==> src/rtl/ef_uart_apb.sv <==
// APB-slave UART: 8N1 TX/RX engines, 16-deep byte FIFOs,
// baud prescaler (16x oversampling) and sticky masked interrupts.
module ef_uart_apb (
   input  logic        PCLK,
   input  logic        PRESETn,
   input  logic        PSEL,
   input  logic        PENABLE,
   input  logic        PWRITE,
   input  logic [31:0] PADDR,
   input  logic [31:0] PWDATA,
   output logic [31:0] PRDATA,
   output logic        PREADY,
   input  logic        RX,
   output logic        TX,
   output logic        irq
);
   typedef enum logic [1:0] {IDLE, START, DATA, STOP} state_t;

   logic [15:0] a;
   logic        wr, rd, unused;
   logic [15:0] pr, pcnt;
   logic [2:0]  ctrl;
   logic [3:0]  rxfifot, txfifot;
   logic [5:0]  im, ris, icw, cond;
   logic        en, tx_en, rx_en, tick;

   assign a      = PADDR[15:0];
   assign wr     = PSEL & PENABLE & PWRITE;
   assign rd     = PSEL & PENABLE & ~PWRITE;
   assign PREADY = 1'b1;
   assign unused = ^{PADDR[31:16], PWDATA[31:16]};
   assign en     = ctrl[0];
   assign tx_en  = en & ctrl[1];
   assign rx_en  = en & ctrl[2];
   assign tick   = en && (pcnt == pr);

   always_ff @(posedge PCLK) begin
      if (PRESETn) begin
         pr      <= '0;
         ctrl    <= '0;
         rxfifot <= '0;
         txfifot <= '0;
         im      <= '0;
      end else if (wr) begin
         case (a)
            16'h0008: pr      <= PWDATA[15:0];
            16'h000C: ctrl    <= PWDATA[2:0];
            16'h0010: rxfifot <= PWDATA[3:0];
            16'h0014: txfifot <= PWDATA[3:0];
            16'hFF00: im      <= PWDATA[5:0];
            default: ;
         endcase
      end
   end

   always_ff @(posedge PCLK) begin
      if (PRESETn || !en || tick) pcnt <= '0;
      else                        pcnt <= pcnt + 16'd1;
   end

   // TX FIFO
   logic [7:0] txm [16];
   logic [3:0] twp, trp;
   logic [4:0] tlvl;
   logic       tpush, tpop;

   assign tpush = wr && (a == 16'h0004) && (tlvl != 5'd16);

   always_ff @(posedge PCLK) begin
      if (tpush) txm[twp] <= PWDATA[7:0];
   end

   always_ff @(posedge PCLK) begin
      if (PRESETn) begin
         twp  <= '0;
         trp  <= '0;
         tlvl <= '0;
      end else begin
         if (tpush) twp <= twp + 4'd1;
         if (tpop)  trp <= trp + 4'd1;
         tlvl <= tlvl + {4'd0, tpush} - {4'd0, tpop};
      end
   end

   // TX engine
   state_t     ts, ts_n;
   logic [3:0] tc, tc_n;
   logic [2:0] tb, tb_n;
   logic [7:0] tsh, tsh_n;

   always_ff @(posedge PCLK) begin
      if (PRESETn || !tx_en) begin
         ts  <= IDLE;
         tc  <= '0;
         tb  <= '0;
         tsh <= '0;
      end else begin
         ts  <= ts_n;
         tc  <= tc_n;
         tb  <= tb_n;
         tsh <= tsh_n;
      end
   end

   always_comb begin
      ts_n  = ts;
      tc_n  = tc;
      tb_n  = tb;
      tsh_n = tsh;
      tpop  = 1'b0;
      if (tick && tx_en) begin
         tc_n = tc + 4'd1;
         unique case (ts)
            IDLE: begin
               tc_n = '0;
               if (tlvl != 5'd0) begin
                  tpop  = 1'b1;
                  tsh_n = txm[trp];
                  ts_n  = START;
               end
            end
            START: if (tc == 4'd15) ts_n = DATA;
            DATA: if (tc == 4'd15) begin
               tsh_n = tsh >> 1;
               tb_n  = tb + 3'd1;
               if (tb == 3'd7) ts_n = STOP;
            end
            STOP: if (tc == 4'd15) ts_n = IDLE;
            default: ;
         endcase
      end
   end

   assign TX = (ts == START) ? 1'b0 : (ts == DATA) ? tsh[0] : 1'b1;

   // RX synchronizer and engine
   logic       rs1, rs2;
   state_t     rs, rs_n;
   logic [3:0] rc, rc_n;
   logic [2:0] rb, rb_n;
   logic [7:0] rsh, rsh_n;
   logic       rdone, rferr;

   always_ff @(posedge PCLK) begin
      if (PRESETn) begin
         rs1 <= 1'b1;
         rs2 <= 1'b1;
      end else begin
         rs1 <= RX;
         rs2 <= rs1;
      end
   end

   always_ff @(posedge PCLK) begin
      if (PRESETn || !rx_en) begin
         rs  <= IDLE;
         rc  <= '0;
         rb  <= '0;
         rsh <= '0;
      end else begin
         rs  <= rs_n;
         rc  <= rc_n;
         rb  <= rb_n;
         rsh <= rsh_n;
      end
   end

   always_comb begin
      rs_n  = rs;
      rc_n  = rc;
      rb_n  = rb;
      rsh_n = rsh;
      rdone = 1'b0;
      rferr = 1'b0;
      if (tick && rx_en) begin
         rc_n = rc + 4'd1;
         unique case (rs)
            IDLE: begin
               rc_n = '0;
               if (!rs2) rs_n = START;
            end
            // mid start bit: a high line here is a glitch, not a frame
            START: if (rc == 4'd7) begin
               rc_n = '0;
               rs_n = rs2 ? IDLE : DATA;
            end
            DATA: if (rc == 4'd15) begin
               rsh_n = {rs2, rsh[7:1]};
               rb_n  = rb + 3'd1;
               if (rb == 3'd7) rs_n = STOP;
            end
            STOP: if (rc == 4'd15) begin
               rs_n  = IDLE;
               rdone = rs2;
               rferr = ~rs2;
            end
            default: ;
         endcase
      end
   end

   // RX FIFO
   logic [7:0] rxm [16];
   logic [3:0] rwp, rrp;
   logic [4:0] rlvl;
   logic       rpush, rpop, rovr;
   logic [7:0] rx_head;

   assign rpush   = rdone && (rlvl != 5'd16);
   assign rovr    = rdone && (rlvl == 5'd16);
   assign rpop    = rd && (a == 16'h0000) && (rlvl != 5'd0);
   assign rx_head = (rlvl != 5'd0) ? rxm[rrp] : 8'd0;

   always_ff @(posedge PCLK) begin
      if (rpush) rxm[rwp] <= rsh;
   end

   always_ff @(posedge PCLK) begin
      if (PRESETn) begin
         rwp  <= '0;
         rrp  <= '0;
         rlvl <= '0;
      end else begin
         if (rpush) rwp <= rwp + 4'd1;
         if (rpop)  rrp <= rrp + 4'd1;
         rlvl <= rlvl + {4'd0, rpush} - {4'd0, rpop};
      end
   end

   // Interrupts: set wins over clear
   assign icw  = (wr && (a == 16'hFF0C)) ? PWDATA[5:0] : 6'd0;
   assign cond = {rovr, rferr,
                  rlvl > {1'b0, rxfifot}, rlvl == 5'd16,
                  tx_en && (tlvl < {1'b0, txfifot}),
                  tx_en && (tlvl == 5'd0)};
   assign irq  = |(ris & im);

   always_ff @(posedge PCLK) begin
      if (PRESETn) ris <= '0;
      else         ris <= (ris & ~icw) | cond;
   end

   always_comb begin
      PRDATA = '0;
      case (a)
         16'h0000: PRDATA = {24'd0, rx_head};
         16'h0008: PRDATA = {16'd0, pr};
         16'h000C: PRDATA = {29'd0, ctrl};
         16'h0010: PRDATA = {28'd0, rxfifot};
         16'h0014: PRDATA = {28'd0, txfifot};
         16'h0018: PRDATA = {19'd0, tlvl, 3'd0, rlvl};
         16'hFF00: PRDATA = {26'd0, im};
         16'hFF04: PRDATA = {26'd0, ris & im};
         16'hFF08: PRDATA = {26'd0, ris};
         default:  PRDATA = '0;
      endcase
   end
endmodule

==> config.mk <==
export PLATFORM = sky130hd
export DESIGN_NAME = ef_uart_apb
export DESIGN_NICKNAME = d
export VERILOG_FILES = /design/src/rtl/ef_uart_apb.sv
export SDC_FILE = /design/constraint.sdc
export NUM_CORES = 1
export LEC_CHECK = 0
export ABC_AREA = 1
export BUFFER_PORTS_ARGS = -buffer_cell sky130_fd_sc_hd__buf_2
export CAP_MARGIN = 0
export CORE_ASPECT_RATIO = 2
export CORE_UTILIZATION = 61
export DETAILED_ROUTE_END_ITERATION = 8
export PLACE_DENSITY = 0.8
export RECOVER_POWER = 25
export SETUP_SLACK_MARGIN = 0.15
export SLEW_MARGIN = 20
export SYNTH_ARGS = -nofsm -noshare
export SYNTH_HDL_FRONTEND = slang
export SYNTH_SLANG_ARGS = --single-unit
export TNS_END_PERCENT = 10
==> constraint.sdc <==
create_clock -name PCLK -period 3.07 [get_ports PCLK]
set_input_delay 0.4605 -clock PCLK [delete_from_list [all_inputs] [get_ports PCLK]]
set_output_delay 0.4605 -clock PCLK [all_outputs]
set_load 0.01 [all_outputs]
==> out/metrics.cfg <==
[flow_run]
cap_violations = 0

[cells_and_area]
num-nets-final = 2019
nFillCells = 2048
final_util_pct = 70.32
final_layout_size_suffix_gt1_share_pct = 14.30
syn_to_final_growth_pct = 13.49
fin_area_sq_um = 19370
diodes = 0

[status]
status = finished clean

[route]
first_pass_iters = 5
wl_microns = 44910
wire_per_inst_microns = 19.68
avgViaCountPerCell = 5.792
drtIter0Drc = 1042
ant_nets = 0
vias = 13220
drc = 0

[sta]
hold_viol_final = 0
maxSlewViolCount = 0
rsz0062_at_grt = yes
setup_tns_ps = 0
min_period_over_period_pct = 95.84
fmax_mhz = 339.9
skew_ps = 19.88
fin_ws_ps = 127.8
final-setup-viol-count = 0
slew-limit-headroom_pct = 10.73
layout_min_cycle_time_ps = 2942
worst_slew_pin_slew_ps = 1339

[setup_path]
reg2reg_setup_slack_ps = 130
cp_slowest_stage_delay_ps = 380
arrival_ps = 3410
cp-endpoint = tlvl[4]$_SDFF_PP0_
crit_type = register to register
cp_cell_sequence = buf_4, nand2_1, nand4_1, nor2_1, nand3_4, buf_12, nor2_8, nand2_2, nor2_2, ha_1, inv_1, ha_2, inv_2, fa_2, nor3_2, a211oi_2, o21ai_1, a21oi_1
cp.depth = 18
r2r-start = pcnt[0]$_SDFF_PP0_
reg2reg_to = tlvl[4]$_SDFF_PP0_
cp.required_ps = 3530
r2r_cells = 18
startpoint = pcnt[0]$_SDFF_PP0_
path_buf_inv = 4
endpoint_kind = register
critical_path.startpoint_type = register
slowest_stage = fa_2
path_max_fanout = 4
crit_family = simple AND/OR/NAND/NOR gates

[pwr]
irDropWorstVdd_mv = 0.5920
p_leak_nw = 7.168
power.density_nw_per_um2 = 493.0
power_mw = 9.550

[synth]
postSynthCellCount = 1799
synth_edf_count = 256
synthArstFlopShare_pct = 0
ys_ff_latch = 381
seq_area_frac_synth_pct = 59.70
synth_top_area_cell = edfxtp_1
yosysTopAreaCellShare_pct = 45.04
syn_area_sq_um = 17070
yosysMostFrequentCell = nor2_1
syn_avg_cell_area_sq_um = 9.488
synth_ff_type = edfxtp_1
ys_types = 45
yosys-top-cells-count = 329 x nor2_1, 256 x edfxtp_1, 251 x nand2_1
yosys-top-cells-area = edfxtp_1 45%, dfxtp_1 15%, nor2_1 7.2%
ys_warn_count = 0

[global_routing]
grt_start_max_net_pins = 65
grt_remaining_overflow = 0
grt_antenna_before_repair = 1
grt_pass1_vias = 13140
grt_util_all_layers_pct = 31.32
grt_pass1_wl_microns = 67640

[floorplan]
die_w_microns = 120.3
coreArea_sq_um = 27550
start_util_pct = 61.96
io_pins = 105
dieArea_sq_um = 28700
dieHeight_microns = 238.6
rows = 86

[min_path]
hp-class = primary input to register
min-delay-start = RX

[placed_design]
place_ws_ps = 80.16
portBuffers = 55
dp_hpwl_microns = 31280
place.gp.congestion = 0.9756
dpl-instance-area_sq_um = 18080

[clock_tree]
cts_max_path_buffers = 3
cts_tree = yes
hold_buffers = 0
insertion_delay_ps = 590
clock_sinks = 381
clockRootBuffer = clkbuf_16
cts_buffers = 30
cts.clk_slew.worst_paths_ps = 70
htreeDepth = 1

-- registers in the layout, summed over array words and instances (netlist names), 5 cells and up, named ones only --
signal and flops:
rxm 128, pr 16, pcnt 16, im 6, tlvl 5, ris 6, tsh 8, rsh 8
rlvl 5, txm 128
-- what timing repair did --
item	in CTS	in global routing
cloned	0	1
endpoints found under the setup margin	10	14
buffers inserted	0	10
pin swaps	0	20
gates resized for setup	10	74
-- final cells by class --
class	count	area (sq um)	share of cell area, %
clock buffer	34	785.8	4.056
clock inverter	21	226.5	1.169
inverter	180	690.7	3.565
multi-input combinational	1171	5978	30.86
sequential	381	10240	52.84
tap	352	440.4	2.274
timing repair buffer	143	1013	5.232
-- how the worst min path moves through the flow --
| stage | end | cells after the start |
|---|---|---|
| CTS | rs1$_SDFF_PP1_ | 2 |
| floorplan | rs2$_SDFF_PP1_ | 1 |
| global placement | rs2$_SDFF_PP1_ | 1 |
| detailed placement | rs2$_SDFF_PP1_ | 1 |
| global route | rs1$_SDFF_PP1_ | 2 |
| finish | rs1$_SDFF_PP1_ | 2 |
-- cell usage in the layout (no fill, tap or decap), types with 22 or more instances in the layout --
| cell | synthesis | layout |
|---|---|---|
| nand3_1 | 61 | 61 |
| dfxtp_2 | 0 | 22 |
| ha_1 | 40 | 38 |
| o21ai_0 | 191 | 189 |
| inv_1 | 175 | 167 |
| nand2_1 | 251 | 233 |
| nor2_1 | 329 | 324 |
| dfxtp_1 | 125 | 98 |
| a21oi_1 | 78 | 78 |
| nand2_2 | 8 | 23 |
| o22ai_1 | 44 | 42 |
| edfxtp_1 | 256 | 256 |
| clkbuf_16 | 0 | 31 |
| buf_2 | 3 | 46 |
| o211ai_1 | 48 | 48 |
| nor3_1 | 24 | 23 |
| buf_4 | 17 | 80 |
-- cell families (layout without fill, tap and decap cells) --
| family | after synthesis | after routing | synth area share, % |
|---|---|---|---|
| other | 2 | 17 | 0.04400 |
| buffers and inverters | 262 | 378 | 6.267 |
| and+or+nand+nor | 720 | 720 | 17.74 |
| xor gates and xnor gates | 13 | 13 | 0.6671 |
| DFF | 381 | 381 | 59.70 |
| AOI/OAI and AO/OA | 379 | 379 | 12.42 |
| adders and majority gates | 42 | 42 | 3.167 |
-- worst reg2reg max path, stage by stage (launching register included) --
cell and delay [ps]:
dfxtp_1 320, buf_4 150, nand2_1 100, nand4_1 120, nor2_1 190, nand3_4 150
buf_12 170, nor2_8 80, nand2_2 70, nor2_2 110, ha_1 230, inv_1 70
ha_2 200, inv_2 50, fa_2 380, nor3_2 160, a211oi_2 80, o21ai_1 140
a21oi_1 50
-- power by group --
part	switching, mW	leakage [nW]	internal (mW)
clock	1.82	0.485	2.18
sequential	0.000859	3.05	5.43
combinational	0.0947	3.63	0.0272
-- stage by stage --
stage,hold slack (ps),instances
3_5_place_dp,402.9,2216
4_1_cts,72.70,2271
2_1_floorplan,389.5,1814
3_3_place_gp,398.5,2216
5_1_grt,82.79,2282
6_report,78.03,2282
-- per-layer routing --
metal	part of all wire, %	GRT usage [%]	vias to the layer above
li1	-	-	6309
met1	33	29.59	6257
met2	55	59.46	472
met3	4.8	4.532	177
met4	7.7	23.42	2
met5	0.029	0	-
(Power assumes the default switching activity.)
